**config.mk**
```make
export PLATFORM = sky130hd
export DESIGN_NAME = dep_scoreboard
export DESIGN_NICKNAME = d
export VERILOG_FILES = /design/src/rtl/dep_scoreboard.sv
export SDC_FILE = /design/constraint.sdc
export NUM_CORES = 1
export LEC_CHECK = 0
export CORE_ASPECT_RATIO = 1.2
export CORE_MARGIN = 1.5
export CORE_UTILIZATION = 29
export DETAILED_ROUTE_END_ITERATION = 12
export GPL_TIMING_DRIVEN = 0
export SYNTH_ARGS = -nofsm -noshare
export SYNTH_HDL_FRONTEND = slang
export SYNTH_SLANG_ARGS = --single-unit
```
**constraint.sdc**
```tcl
create_clock -name clk -period 2.7 [get_ports clk]
set_input_delay 0.54 -clock clk [delete_from_list [all_inputs] [get_ports clk]]
set_output_delay 0.54 -clock clk [all_outputs]
set_load 0.05 [all_outputs]
```
**src/rtl/dep_scoreboard.sv**
```systemverilog
// Decode-stage dependency scoreboard: per-register and CC in-flight write counters,
// incremented on issue and decremented on writeback; dep_stall is combinational.
module dep_scoreboard #(
  parameter int NUM_REGS  = 8,
  parameter int REG_W     = 3,
  parameter int CNT_W     = 2,
  parameter int WB_BYPASS = 1
) (
  input  logic                clk,
  input  logic                reset,
  input  logic                chk_valid,
  input  logic [REG_W-1:0]    sr1,
  input  logic                sr1_needed,
  input  logic [REG_W-1:0]    sr2,
  input  logic                sr2_needed,
  input  logic                chk_is_br,
  input  logic [REG_W-1:0]    chk_dr,
  input  logic                chk_ld_reg,
  input  logic                chk_ld_cc,
  input  logic                issue_en,
  input  logic                wb_valid,
  input  logic [REG_W-1:0]    wb_dr,
  input  logic                wb_ld_reg,
  input  logic                wb_ld_cc,
  input  logic                flush,
  output logic                dep_stall,
  output logic [NUM_REGS-1:0] busy_vec,
  output logic                cc_busy,
  output logic                err
);

  localparam int             IDS     = 2 ** REG_W;
  localparam logic [CNT_W-1:0] CNT_MAX = '1;
  localparam logic [CNT_W-1:0] CNT_ONE = CNT_W'(1);
  localparam logic           BYP     = (WB_BYPASS != 0);

  logic [CNT_W-1:0]    cnt     [NUM_REGS];
  logic [CNT_W-1:0]    cnt_nxt [NUM_REGS];
  logic [CNT_W-1:0]    cc_cnt, cc_nxt;
  logic [NUM_REGS-1:0] inc, dec, hz_vec, full_vec, busy_nxt;
  logic [IDS-1:0]      hz_pad, full_pad;
  logic                ret_reg, ret_cc, issue, cc_inc, cc_hz, ovf, underflow;

  // Hazard and stall evaluation; padding to 2**REG_W makes out-of-range IDs read as "no hazard".
  always_comb begin
    ret_reg  = wb_valid & wb_ld_reg;
    ret_cc   = wb_valid & wb_ld_cc;
    dec      = '0;
    hz_vec   = '0;
    full_vec = '0;
    for (int i = 0; i < NUM_REGS; i++) begin
      dec[i]      = ret_reg & (wb_dr == REG_W'(i));
      hz_vec[i]   = (cnt[i] != '0) & ~(BYP & (cnt[i] == CNT_ONE) & dec[i]);
      full_vec[i] = (cnt[i] == CNT_MAX) & ~dec[i];
    end
    hz_pad                  = '0;
    hz_pad[NUM_REGS-1:0]    = hz_vec;
    full_pad                = '0;
    full_pad[NUM_REGS-1:0]  = full_vec;
    cc_hz = (cc_cnt != '0) & ~(BYP & (cc_cnt == CNT_ONE) & ret_cc);
    ovf   = (chk_ld_reg & full_pad[chk_dr]) |
            (chk_ld_cc & (cc_cnt == CNT_MAX) & ~ret_cc);
    dep_stall = chk_valid & ((sr1_needed & hz_pad[sr1]) |
                             (sr2_needed & hz_pad[sr2]) |
                             (chk_is_br & cc_hz) | ovf);
    issue  = chk_valid & issue_en & ~dep_stall;
    cc_inc = issue & chk_ld_cc;
    inc    = '0;
    for (int i = 0; i < NUM_REGS; i++) begin
      inc[i] = issue & chk_ld_reg & (chk_dr == REG_W'(i));
    end
  end

  // Counter next-state; a retire against an empty counter holds it at zero and flags underflow.
  always_comb begin
    underflow = 1'b0;
    busy_nxt  = '0;
    for (int i = 0; i < NUM_REGS; i++) begin
      cnt_nxt[i] = cnt[i];
      if (inc[i] & ~dec[i]) begin
        cnt_nxt[i] = cnt[i] + CNT_ONE;
      end else if (dec[i] & ~inc[i]) begin
        if (cnt[i] == '0) underflow = 1'b1;
        else              cnt_nxt[i] = cnt[i] - CNT_ONE;
      end
      busy_nxt[i] = (cnt_nxt[i] != '0);
    end
    cc_nxt = cc_cnt;
    if (cc_inc & ~ret_cc) begin
      cc_nxt = cc_cnt + CNT_ONE;
    end else if (ret_cc & ~cc_inc) begin
      if (cc_cnt == '0) underflow = 1'b1;
      else              cc_nxt = cc_cnt - CNT_ONE;
    end
  end

  always_ff @(posedge clk) begin
    if (reset) begin
      for (int i = 0; i < NUM_REGS; i++) cnt[i] <= '0;
      cc_cnt   <= '0;
      busy_vec <= '0;
      cc_busy  <= 1'b0;
      err      <= 1'b0;
    end else if (flush) begin
      for (int i = 0; i < NUM_REGS; i++) cnt[i] <= '0;
      cc_cnt   <= '0;
      busy_vec <= '0;
      cc_busy  <= 1'b0;
    end else begin
      for (int i = 0; i < NUM_REGS; i++) cnt[i] <= cnt_nxt[i];
      cc_cnt   <= cc_nxt;
      busy_vec <= busy_nxt;
      cc_busy  <= (cc_nxt != '0);
      err      <= err | underflow;
    end
  end

endmodule

```
; ---- Word level (Yosys, flattened, before mapping)
; Memories as Yosys holds them, arrays and structs flattened.
; Cells that the tools add are included.
[op_classes]
n_addsub = 18
eq_ne = 32
muxes = 84
n_lt_le_gt_ge = 3
bitwise_logic = 122
n_reduce_logical = 30
[op_table]
columns = op, count
row1 = 2-bit two-way mux, 43
row2 = 1-bit bitwise AND, 73
row3 = 1-bit two-way mux, 38
row4 = 2-bit nonzero test, 18
row5 = 1-bit NOT, 28
row6 = 3-bit == test (second input constant), 8
row7 = 1-bit OR, 21
row8 = 2-bit by 1-bit adder with 2-bit output (second input constant), 9
row9 = 2-bit by 1-bit == test with 1-bit output (second input constant), 9
row10 = 2-bit == test (second input constant), 9
row11 = 2-bit logical NOT, 9
row12 = 2-bit by 1-bit subtractor with 2-bit output (second input constant), 9
row13 = 3-bit by 2-bit == test with 1-bit output (second input constant), 4
row14 = 3-bit by 4-bit less-than comparator with 1-bit output (second input constant), 3
row15 = 1-bit binary-select mux with 3-bit select, 3
row16 = 3-bit by 1-bit == test with 1-bit output (second input constant), 2
row17 = 3-bit logical NOT, 2
row18 = 2-bit OR reduction, 1
[word_totals]
register_bits = 12
word_cells = 294
mem_bits_rw = 16
output_inout_bits = 11
in_bits = 25
memories = 1
[memory_table]
columns = memory, words, width, rd, rd_clocked_by_memory_dff, write_ports, line
row1 = cnt, 8, 2, 8, 0, 8, 37  ; logic [CNT_W-1:0] cnt [NUM_REGS];

; ---- Longest topological paths before layout
; Gate-level depths: netlist (run 1).
[depth]
depth_word = 45
mapped_depth = 10

; ---- Least setup slack after synthesis (run 1)
; No wires, ideal clock.
[synth_timing]
path_kind = in2out
start = in wb_ld_reg
end = out dep_stall
setup_slack_ns = -0.241
path_buffers = 0
required_time_ns = 2.160
cell_stages = 5
t_arrival_ns = 2.401
cell_sequence = and3_4 -> a41oi_1 -> o211ai_1 -> nor4_4 -> o31a_1
[synth_between]
elab_chain_cells = 12
[synth_lines]
columns = element, line
row1 = "start, declared", 23  ; input logic wb_ld_reg,
row2 = 1-bit bitwise AND (*), 46  ; ret_reg = wb_valid & wb_ld_reg;
row3 = 1-bit bitwise AND, 52  ; dec[i] = ret_reg & (wb_dr == REG_W'(i));
row4 = 1-bit bitwise AND, 53  ; hz_vec[i] = (cnt[i] != '0) & ~(BYP & (cnt[i] == CNT_ONE) & dec[i]);
row5 = 1-bit NOT, 53
row6 = 1-bit bitwise AND, 53
row7 = "1-bit binary-select mux with 3-bit select, on equally long branches", "63, 64"
row8 = "1-bit two-way mux, on equally long branches", "63, 64"
row9 = "1-bit bitwise AND, on equally long branches", "63, 64"
row10 = 1-bit OR, 63  ; dep_stall = chk_valid & ((sr1_needed & hz_pad[sr1]) |
row11 = 1-bit OR, 64  ; (sr2_needed & hz_pad[sr2]) |
row12 = 1-bit OR (*), 65  ; (chk_is_br & cc_hz) | ovf);
row13 = 1-bit bitwise AND (*), 63
row14 = "end, declared", 26  ; output logic dep_stall,
; Mark *: on every way between the ends. The rest lies on a longest branch, timed or not. The select of a mux whose other input is x is not followed.

==> flow_metrics.tcl, run 1 <==
set metrics [dict create \
    track_usage_pct 16.5 \
    nets 482 \
    hold_buffers 0 \
    async_flop_share_pct 0 \
    multi_input_area_um2 2540 \
    cts_buffers 3 \
    hold-path-cell-count 2 \
    grt_pass1_wl_um 13300 \
    place_area_um2 3320 \
    viasPerCell 5.24 \
    timing.setup.tns_ns -1.26 \
    coreArea_um2 9180 \
    outcome "finished with violations" \
    fin_skew_ns 0.00657 \
    ys_seq_area_share_pct 25.3 \
    yosysWarnings 0 \
    area_delta_synth_final_pct 54.8 \
    wirelength_um 8530 \
    critPathRequiredTime_ns 2.16 \
    fillCellCount 862 \
    final_util_pct 46.8 \
    cts_root_buffer "clkbuf_8" \
    place.gp.congestion 0.897 \
    post-route-min-period_ns 2.86 \
    num_vias 2812 \
    final_cells 537 \
    r2r-end "cnt[0][3]" \
    crit_type "register to output port" \
    powerDensity_nw_per_um2 275 \
    regToRegSetupSlack_ns -0.13 \
    slew_viol_final 0 \
    ys.flop_type "edfxtp_1" \
    cp-end-kind "output port" \
    dpl.hpwl_um 5570 \
    hp-start "cc_cnt[1]" \
    drc 0 \
    start_util_pct 30.2 \
    synth.avg_cell_area_um2 8.64 \
    maxCapViolCount 0 \
    htree_levels 1 \
    violations "negative setup slack" \
    finalHoldViolCount 0 \
    grt_start_max_net_pins 16 \
    drt_pre_antenna_iters 4 \
    min_to "cc_cnt[1]" \
    fmax_ghz 0.349 \
    die_area_um2 10200 \
    hold_class "register to register" \
    whs_ns 0.556 \
    worst_slack_ns -0.163 \
    slew_headroom_pct 48.8 \
    p_leak_nw 1.62 \
    overflow 0 \
    n_antenna_cell 0 \
    ys_types 58 \
    clockBufferDepth 2 \
    rsz0062_at_grt "yes" \
    grt_antenna_before_repair 0 \
    reg2reg_from "cnt[0][7]" \
    postSynthCellCount 321 \
    synth_area_leaders "ha_1 (18%), edfxtp_1 (15%), dfxtp_1 (10%), nand2_1 (4.7%), nor2_1 (4.7%)" \
    netlist_area_um2 2770 \
    rows 38 \
    ios 36 \
    drt_iter0_markers 125 \
    die_w_um 92.3 \
    fin_crit_sh_pct 106 \
    worst_pin_slew_ns 0.762 \
    reg2regPathDepth 11 \
    setup-violations-final 18 \
    yosysTopAreaCellShare_pct 17.6 \
    grt_pass1_vias 2826 \
    synth.largest_area_cell "ha_1" \
    cts.sinks 28 \
    drive_gt1_share_pct 38.8 \
    ir_drop_mv 0.182 \
    cts.clk_slew.worst_paths_ns 0.11 \
    synth-edff-count 14 \
    seq_area_um2 702 \
    port-buffer-count 32 \
    critPathLaunchType "register" \
    fin_area_um2 4300 \
    clock_latency_ns 0.29 \
    finalPower_mw 1.18 \
    dpl.cell_count 486 \
    cts_tree "built" \
    ant_nets 0 \
    wl_per_cell_um 15.9 \
    cp.arrival_ns 2.32 \
    synth-seq-cells 28 \
    fp.dieH_um 110 \
    pre_cts_ws_ns -1.76 \
    crit_fanout 4 \
]
## logic make-up (layout without fill, tap and decap cells)
logic type,after synthesis,count (layout),synth area share [%]
fa+ha+maj,39,39,17.6
simple gates,134,134,28.3
mux,3,3,1.08
other cells,1,14,0.135
compound gates,70,70,18.2
flops,28,28,25.3
xor+xnor,10,10,3.43
buf+inv,36,119,6.00
## worst max-delay path by stage
| stage | start | endpoint | slack [ns] | cells past startpoint |
|---|---|---|---|---|
| final | cnt[0][6] | dep_stall | -0.16 | 7 |
| after global routing | cnt[0][6] | busy_vec[4] | -0.26 | 12 |
| after CTS | cnt[0][6] | cnt[0][5] | -0.08 | 10 |
| after detailed placement | wb_valid | dep_stall | -1.76 | 8 |
| after global placement | wb_valid | dep_stall | -1.73 | 8 |
| after floorplan | wb_ld_reg | cnt[1][7] | -0.14 | 9 |
## repair_timing
action                                  4_1_cts  5_1_grt
gates cloned                                  1        0
endpoints found under the setup margin       29       29
resized for setup                           109       45
setup buffers                                38       10
pin swaps                                    28       32
## critical path, cell delays in order, from the launching register on
cell and delay, ns:
edfxtp_1 0.49, ha_2 0.26, a41oi_4 0.30, o32ai_4 0.12
nor4_4 0.40, buf_4 0.19, o31a_4 0.14, buf_8 0.14
## where the power goes
part,internal [mW],switching (mW)
Clock,0.106,0.151
Combinational,0.193,0.248
Sequential,0.466,0.0151
## synthesized netlist by cell type (3+ instances only)
library cell,instances
nand2_1,35
nor2b_1,5
mux2i_1,3
inv_1,24
xor2_1,4
clkbuf_1,5
a221oi_1,9
nor3b_1,5
dfxtp_1,14
ha_1,39
nor3_1,3
edfxtp_1,14
and3_1,7
nor4_2,3
nor4_4,4
a211oi_1,3
a311oi_1,4
xnor2_1,5
a41oi_1,5
nor2_1,35
and2_1,4
buf_6,4
a31oi_1,10
o31ai_1,3
a21oi_1,15
nor4_1,3
nand4_1,4
nand3_1,9
## cells in the final DEF (no fill, tap or decap), types with 7 or more instances in the layout
cell,netlist,layout
buf_4,0,39
nand2_1,35,34
nor2_1,35,28
ha_1,39,25
inv_1,24,20
clkdlybuf4s50_1,0,18
edfxtp_1,14,14
conb_1,1,14
dfxtp_1,14,13
buf_6,4,12
a21oi_1,15,12
nor4_4,4,10
ha_2,0,10
nand3_1,9,9
a221oi_2,0,9
dlygate4sd2_1,0,7
## registers in the layout, indices dropped and copies added, names as in the netlist
register	flops
busy_vec	8
cc_busy	1
cc_cnt	2
cnt	16
err	1
## area by class of cell
type / count / share of cell area [%]
well taps: 120 / 3.50
repair buffers: 79 / 15.8
inverters: 24 / 2.10
clock buffers: 4 / 1.05
multi-input cells: 270 / 59.2
flip-flops and latches: 28 / 16.3
plain buffers: 12 / 2.01
## layer usage
metal / part of all wire (%) / wire, µm / vias up / track usage, %
met5: 0 / 0 / - / 0
met4: 2.2 / 184 / 0 / 6.59
met3: 3.6 / 311 / 17 / 2.19
met2: 52 / 4450 / 67 / 29.8
met1: 42 / 3580 / 1367 / 19.7
li1: - / - / 1361 / -
Note: power is estimated with default switching activity, not from simulation.
==> run 2, diff against run 1 <==
--- a/config.mk
+++ b/config.mk
@@ -5,6 +5,7 @@
 export SDC_FILE = /design/constraint.sdc
 export NUM_CORES = 1
 export LEC_CHECK = 0
+export CAP_MARGIN = 10
 export CORE_ASPECT_RATIO = 1.2
 export CORE_MARGIN = 1.5
 export CORE_UTILIZATION = 29
==> results of run 2 <==
No change in the layout: final DEF, timing and power equal those of run 1.
